<file path="config.mk">
export PLATFORM = sky130hd
export DESIGN_NAME = gray_conv_pipe_flat
export DESIGN_NICKNAME = d
export VERILOG_FILES = /design/src/rtl/gray_conv_pkg.sv /design/src/rtl/gray_conv_if.sv /design/src/rtl/gray_conv_stage.sv /design/src/rtl/gray_conv_pipe.sv /design/src/flat_wrapper.sv
export SDC_FILE = /design/constraint.sdc
export NUM_CORES = 1
export LEC_CHECK = 0
export ABC_AREA = 1
export BUFFER_PORTS_ARGS = -buffer_cell sky130_fd_sc_hd__buf_2
export CAP_MARGIN = 20
export CORE_MARGIN = 3
export CORE_UTILIZATION = 41
export CTS_CLUSTER_DIAMETER = 80
export CTS_CLUSTER_SIZE = 12
export DETAILED_ROUTE_END_ITERATION = 7
export GPL_TIMING_DRIVEN = 0
export PLACE_DENSITY_LB_ADDON = 0.1
export SLEW_MARGIN = 20
export SYNTH_ARGS = -nofsm -noshare
export SYNTH_HDL_FRONTEND = slang
export SYNTH_HIERARCHICAL = 1
export SYNTH_SLANG_ARGS = --single-unit
</file>
<file path="constraint.sdc">
create_clock -name clk -period 0.95 [get_ports clk]
set_input_delay 0.19 -clock clk [delete_from_list [all_inputs] [get_ports clk]]
set_output_delay 0.19 -clock clk [all_outputs]
set_load 0.05 [all_outputs]
</file>
<file path="src/rtl/gray_conv_pkg.sv">
// Shared types, constants and code conversion functions for the Gray/binary converter.
// The functions work on zero-extended codes, so one definition serves every width up to MAX_WIDTH.
package gray_conv_pkg;

    typedef enum logic {
        MODE_G2B = 1'b0,
        MODE_B2G = 1'b1
    } conv_mode_e;

    localparam int ERR_CNT_W = 8;
    localparam int MAX_WIDTH = 32;

    function automatic logic [MAX_WIDTH-1:0] bin2gray(input logic [MAX_WIDTH-1:0] b);
        return b ^ (b >> 1);
    endfunction

    // Zero bits above the real width leave the prefix XOR unchanged, so slicing afterwards is exact.
    function automatic logic [MAX_WIDTH-1:0] gray2bin(input logic [MAX_WIDTH-1:0] g);
        logic [MAX_WIDTH-1:0] b;
        b[MAX_WIDTH-1] = g[MAX_WIDTH-1];
        for (int i = MAX_WIDTH - 2; i >= 0; i--) begin
            b[i] = b[i+1] ^ g[i];
        end
        return b;
    endfunction

endpackage

</file>
<file path="src/rtl/gray_conv_if.sv">
// Valid/ready stream bundle of the Gray/binary converter: input beat, output beat and error status.
// master = the surrounding system, slave = the converter.
interface gray_conv_if
    import gray_conv_pkg::*;
#(
    parameter int WIDTH = 4
);
    logic                 in_valid;
    logic                 in_ready;
    conv_mode_e           in_mode;
    logic [WIDTH-1:0]     in_data;
    logic                 out_valid;
    logic                 out_ready;
    conv_mode_e           out_mode;
    logic [WIDTH-1:0]     out_data;
    logic                 out_adj_err;
    logic [ERR_CNT_W-1:0] err_count;

    modport master (
        output in_valid, in_mode, in_data, out_ready,
        input  in_ready, out_valid, out_mode, out_data, out_adj_err, err_count
    );

    modport slave (
        input  in_valid, in_mode, in_data, out_ready,
        output in_ready, out_valid, out_mode, out_data, out_adj_err, err_count
    );
endinterface

</file>
<file path="src/rtl/gray_conv_stage.sv">
// One valid/ready register slice; the payload packs {err, mode, data} (err only when checking is built in).
// Accepts whenever it is empty or its content leaves in the same cycle.
module gray_conv_stage #(
    parameter int PW = 6
) (
    input  logic          clk,
    input  logic          rst_n,
    input  logic          in_valid,
    output logic          in_ready,
    input  logic [PW-1:0] in_pay,
    output logic          out_valid,
    input  logic          out_ready,
    output logic [PW-1:0] out_pay
);

    assign in_ready = !out_valid || out_ready;

    // NOTE: non-blocking assignments let every slice sample its neighbour's pre-edge value.
    always_ff @(posedge clk or negedge rst_n) begin
        if (!rst_n) begin
            out_valid <= 1'b0;
            out_pay   <= '0;
        end else if (in_ready) begin
            out_valid <= in_valid;
            if (in_valid) begin
                out_pay <= in_pay;
            end
        end
    end

endmodule

</file>
<file path="src/rtl/gray_conv_pipe.sv">
// Pipelined Gray<->binary converter, direction chosen per beat, STAGES cycles of latency.
// Define GRAY_ADJ_CHECK_EN to build the Gray adjacency checker and its saturating error counter.
module gray_conv_pipe
    import gray_conv_pkg::*;
#(
    parameter int WIDTH  = 4,
    parameter int STAGES = 2
) (
    input  logic    clk,
    input  logic    rst_n,
    gray_conv_if.slave bus
);

`ifdef GRAY_ADJ_CHECK_EN
    localparam int PW = WIDTH + 2;
`else
    localparam int PW = WIDTH + 1;
`endif

    logic [PW-1:0]    pay [0:STAGES];
    logic             vld [0:STAGES];
    logic             rdy [0:STAGES];
    logic [WIDTH-1:0] conv;

    assign conv = (bus.in_mode == MODE_B2G) ? WIDTH'(bin2gray(MAX_WIDTH'(bus.in_data)))
                                            : WIDTH'(gray2bin(MAX_WIDTH'(bus.in_data)));

    assign vld[0]      = bus.in_valid;
    assign bus.in_ready = rdy[0];
    assign rdy[STAGES] = bus.out_ready;

    for (genvar k = 0; k < STAGES; k++) begin : g_stage
        gray_conv_stage #(.PW(PW)) u_stage (
            .clk       (clk),
            .rst_n     (rst_n),
            .in_valid  (vld[k]),
            .in_ready  (rdy[k]),
            .in_pay    (pay[k]),
            .out_valid (vld[k+1]),
            .out_ready (rdy[k+1]),
            .out_pay   (pay[k+1])
        );
    end

    assign bus.out_valid = vld[STAGES];
    assign bus.out_data  = pay[STAGES][WIDTH-1:0];
    assign bus.out_mode  = conv_mode_e'(pay[STAGES][WIDTH]);

`ifdef GRAY_ADJ_CHECK_EN
    logic [WIDTH-1:0]     prev_gray;
    logic                 prev_vld;
    logic                 in_err;
    logic [ERR_CNT_W-1:0] err_cnt;

    // Only Gray inputs take part in the history; binary beats pass straight through.
    assign in_err = (bus.in_mode == MODE_G2B) && prev_vld
                    && ($countones(prev_gray ^ bus.in_data) > 1);
    assign pay[0] = {in_err, bus.in_mode, conv};

    always_ff @(posedge clk or negedge rst_n) begin
        if (!rst_n) begin
            prev_gray <= '0;
            prev_vld  <= 1'b0;
        end else if (bus.in_valid && rdy[0] && bus.in_mode == MODE_G2B) begin
            prev_gray <= bus.in_data;
            prev_vld  <= 1'b1;
        end
    end

    always_ff @(posedge clk or negedge rst_n) begin
        if (!rst_n) begin
            err_cnt <= '0;
        end else if (vld[STAGES] && bus.out_ready && pay[STAGES][WIDTH+1] && err_cnt != '1) begin
            err_cnt <= err_cnt + 1'b1;
        end
    end

    assign bus.out_adj_err = pay[STAGES][WIDTH+1];
    assign bus.err_count   = err_cnt;
`else
    assign pay[0]          = {bus.in_mode, conv};
    assign bus.out_adj_err = 1'b0;
    assign bus.err_count   = '0;
`endif

endmodule

</file>
<file path="src/flat_wrapper.sv">
// flat-port wrapper written by rule: the top's interface ports become plain ports
module gray_conv_pipe_flat import gray_conv_pkg::*;
#(
    parameter int WIDTH  = 4,
    parameter int STAGES = 2
)
  (clk, rst_n, bus_in_valid, bus_in_mode, bus_in_data, bus_out_ready, bus_in_ready, bus_out_valid, bus_out_mode, bus_out_data, bus_out_adj_err, bus_err_count);
  gray_conv_if #(.WIDTH(WIDTH)) bus_i ();
  input  logic clk;
  input  logic rst_n;
  input wire logic [$bits(bus_i.in_valid)-1:0] bus_in_valid;
  input wire logic [$bits(bus_i.in_mode)-1:0] bus_in_mode;
  input wire logic [$bits(bus_i.in_data)-1:0] bus_in_data;
  input wire logic [$bits(bus_i.out_ready)-1:0] bus_out_ready;
  output wire logic [$bits(bus_i.in_ready)-1:0] bus_in_ready;
  output wire logic [$bits(bus_i.out_valid)-1:0] bus_out_valid;
  output wire logic [$bits(bus_i.out_mode)-1:0] bus_out_mode;
  output wire logic [$bits(bus_i.out_data)-1:0] bus_out_data;
  output wire logic [$bits(bus_i.out_adj_err)-1:0] bus_out_adj_err;
  output wire logic [$bits(bus_i.err_count)-1:0] bus_err_count;
  assign bus_i.in_valid = bus_in_valid;
  assign bus_i.in_mode = bus_in_mode;
  assign bus_i.in_data = bus_in_data;
  assign bus_i.out_ready = bus_out_ready;
  assign bus_in_ready = bus_i.in_ready;
  assign bus_out_valid = bus_i.out_valid;
  assign bus_out_mode = bus_i.out_mode;
  assign bus_out_data = bus_i.out_data;
  assign bus_out_adj_err = bus_i.out_adj_err;
  assign bus_err_count = bus_i.err_count;
  gray_conv_pipe #(.WIDTH(WIDTH), .STAGES(STAGES)) u_core (.clk(clk), .rst_n(rst_n), .bus(bus_i));
endmodule
</file>
==> impl_metrics.py <==
metrics = {
    "outcome": {
        "status": "finished with violations",
        "violations": "setup timing",
    },
    "cts": {
        "cts.reportedPaths.clkPinSlew_ns": 0.08,
        "numCtsBuffers": 3,
        "cts_root_buf": "clkbuf_4",
        "cts_tree": "done",
        "cts_buffer_depth": 2,
        "cts_num_sinks": 12,
        "clock_latency_ns": 0.27,
        "cts-htree-levels": 1,
    },
    "setup_path": {
        "end_kind": "output pin",
        "crit_path_max_fanout": 2,
        "reg2reg_to": "u_core/g_stage[0].u_stage/out_pay[4]",
        "crit_required_ns": 0.76,
        "timing.rr.start": "u_core/g_stage[1].u_stage/out_valid",
        "endpoint": "bus_in_ready",
        "cp-start-kind": "flop",
        "r2r_setup_slack_ns": -0.16,
        "crit_type": "flop to output pin",
        "r2r_cells": 8,
        "crit_path_start": "u_core/g_stage[1].u_stage/out_valid",
        "cp.arrival_ns": 0.99,
    },
    "logic_synthesis": {
        "synth_cells": 79,
        "syn_area_per_cell_um2": 8.14,
        "yosys_warnings": 6,
        "synth_area_leaders": "dfrtp_1 47%, nand2_1 18%, buf_4 11%, nand3_1 9.3%, nand2_4 3.5%",
        "synth_cell_types": 13,
        "synth_top_cell_by_area": "dfrtp_1",
        "synth_seq_cells": 12,
        "netlist.area_leader.share": 0.467,
        "netlist_area_um2": 643,
        "seq_area_frac_synth": 0.467,
    },
    "global_routing": {
        "grt_max_degree": 13,
        "grtUsageTotal": 0.133,
        "antenna_found_initial": 0,
        "grt_pass1_wl_um": 2020,
        "grt_pass1_vias": 536,
        "grt_overflow": 0,
    },
    "route": {
        "vias": 587,
        "viasPerCell": 4.45,
        "drt_iter0_markers": 1,
        "wl_per_cell_um": 9.08,
        "wirelength_um": 1200,
        "firstDrtPassIters": 2,
        "postRouteAntennaNets": 0,
        "drc": 0,
    },
    "floorplanning": {
        "ios": 25,
        "rows": 13,
        "coreArea_um2": 1380,
        "start_util": 0.465,
        "die_w_um": 45.6,
        "die_y_um": 45.6,
        "dieArea_um2": 2080,
    },
    "final_layout": {
        "instances_no_fill": 132,
        "layout_common_cells": "23 x nand2_1, 18 x buf_4, 12 x nand3_1",
        "diodes": 0,
        "fin_util": 0.714,
        "area_growth_pct": 53.5,
        "finalInstanceArea_um2": 987,
        "mostFrequentLayoutCell": "nand2_1",
        "nNetsFinal": 127,
        "layout-drive-gt1-share": 0.479,
    },
    "timing": {
        "max_freq_mhz": 846,
        "layout_min_cycle_time_ns": 1.18,
        "setup_tns_ns": -1.50,
        "skew_ns": 0.00558,
        "whs_ns": 0.200,
        "finalCritPeriodShare": 1.24,
        "rsz0062_at_grt": "true",
        "fin_ws_ns": -0.233,
        "finalHoldViolCount": 0,
        "final_max_slew_viol_count": 0,
        "setup_violations": 13,
    },
    "flow_run": {
        "drv_cap": 0,
    },
    "placed_design": {
        "post-place-ws_ns": -0.171,
        "dpl.cell_count": 117,
        "io_buffers": 15,
        "placed_area_um2": 790,
        "dpl.hpwl_um": 868,
        "gp_congestion": 0.691,
    },
    "pwr": {
        "p_total_mw": 2.08,
        "leakagePower_nw": 0.567,
        "power_density_nw_per_um2": 2100,
        "peakVddDrop_v": 0.000834,
    },
    "min_path": {
        "hold_path.class": "input pin to flop",
    },
}
-- synth_stat cells (all sizes together) --
| library cell | instances |
|---|---|
| nand3b | 1 |
| inv | 6 |
| dfrtp | 12 |
| buf | 9 |
| xnor2 | 1 |
| conb | 1 |
| nand3 | 13 |
| o21ai | 1 |
| nand2 | 35 |
-- logic make-up after synthesis --
logic type / synth area share
flops: 0.467
other cells: 0.00583
xor+xnor: 0.0136
simple gates: 0.366
compound gates: 0.00777
buf+inv: 0.140
-- worst min path at each step --
stage,slack [ns],startpoint,depth (start not counted),to
after floorplan,-0.11,rst_n,0,u_core/g_stage[0].u_stage/out_pay[0]
after global placement,0.08,rst_n,1,u_core/g_stage[1].u_stage/out_pay[3]
after detailed placement,0.08,rst_n,1,u_core/g_stage[1].u_stage/out_pay[3]
after CTS,0.18,bus_in_mode,3,u_core/g_stage[0].u_stage/out_pay[4]
after global routing,0.21,bus_in_mode,3,u_core/g_stage[0].u_stage/out_pay[4]
final,0.20,bus_in_mode,3,u_core/g_stage[0].u_stage/out_pay[4]
-- state kept, by name, summed over array words and instances, names as in the netlist --
signal,count
u_core/g_stage.u_stage/out_pay,10
u_core/g_stage.u_stage/out_valid,2
-- cell type report --
| cell class | count | area [um^2] |
|---|---|---|
| plain buffers | 9 | 67.6 |
| flip-flops and latches | 12 | 303 |
| inverters | 6 | 25.0 |
| repair buffers | 26 | 209 |
| multi-input cells | 60 | 328 |
| clock buffers | 4 | 36.3 |
| fillers | 114 | 395 |
| well taps | 15 | 18.8 |
-- per-layer routing --
metal  GRT usage  routed length, um
met3      0.0119                 90
met4      0.0702                 17
met5           0                  0
met1       0.135                461
met2       0.259                629
-- worst max-delay path, cell delays in order (launching register included) --
cell	delay (ns)
dfrtp_2	0.42
nand2_4	0.07
inv_4	0.04
nand2_8	0.05
buf_8	0.14
-- timing repair --
item                                    in CTS  in global routing
hold endpoints to repair                    12                  0
gates resized for setup                     14                 10
pin swaps                                    1                  3
buffers inserted                             5                  5
endpoints found under the setup margin      13                 18
hold buffers                                 1                  0
-- where the power goes --
group	total (mW)	switching, mW	internal [mW]
Sequential	0.711	0.0856	0.626
Combinational	0.970	0.584	0.385
Clock	0.395	0.163	0.233
Note: power is estimated with default switching activity, not from simulation.
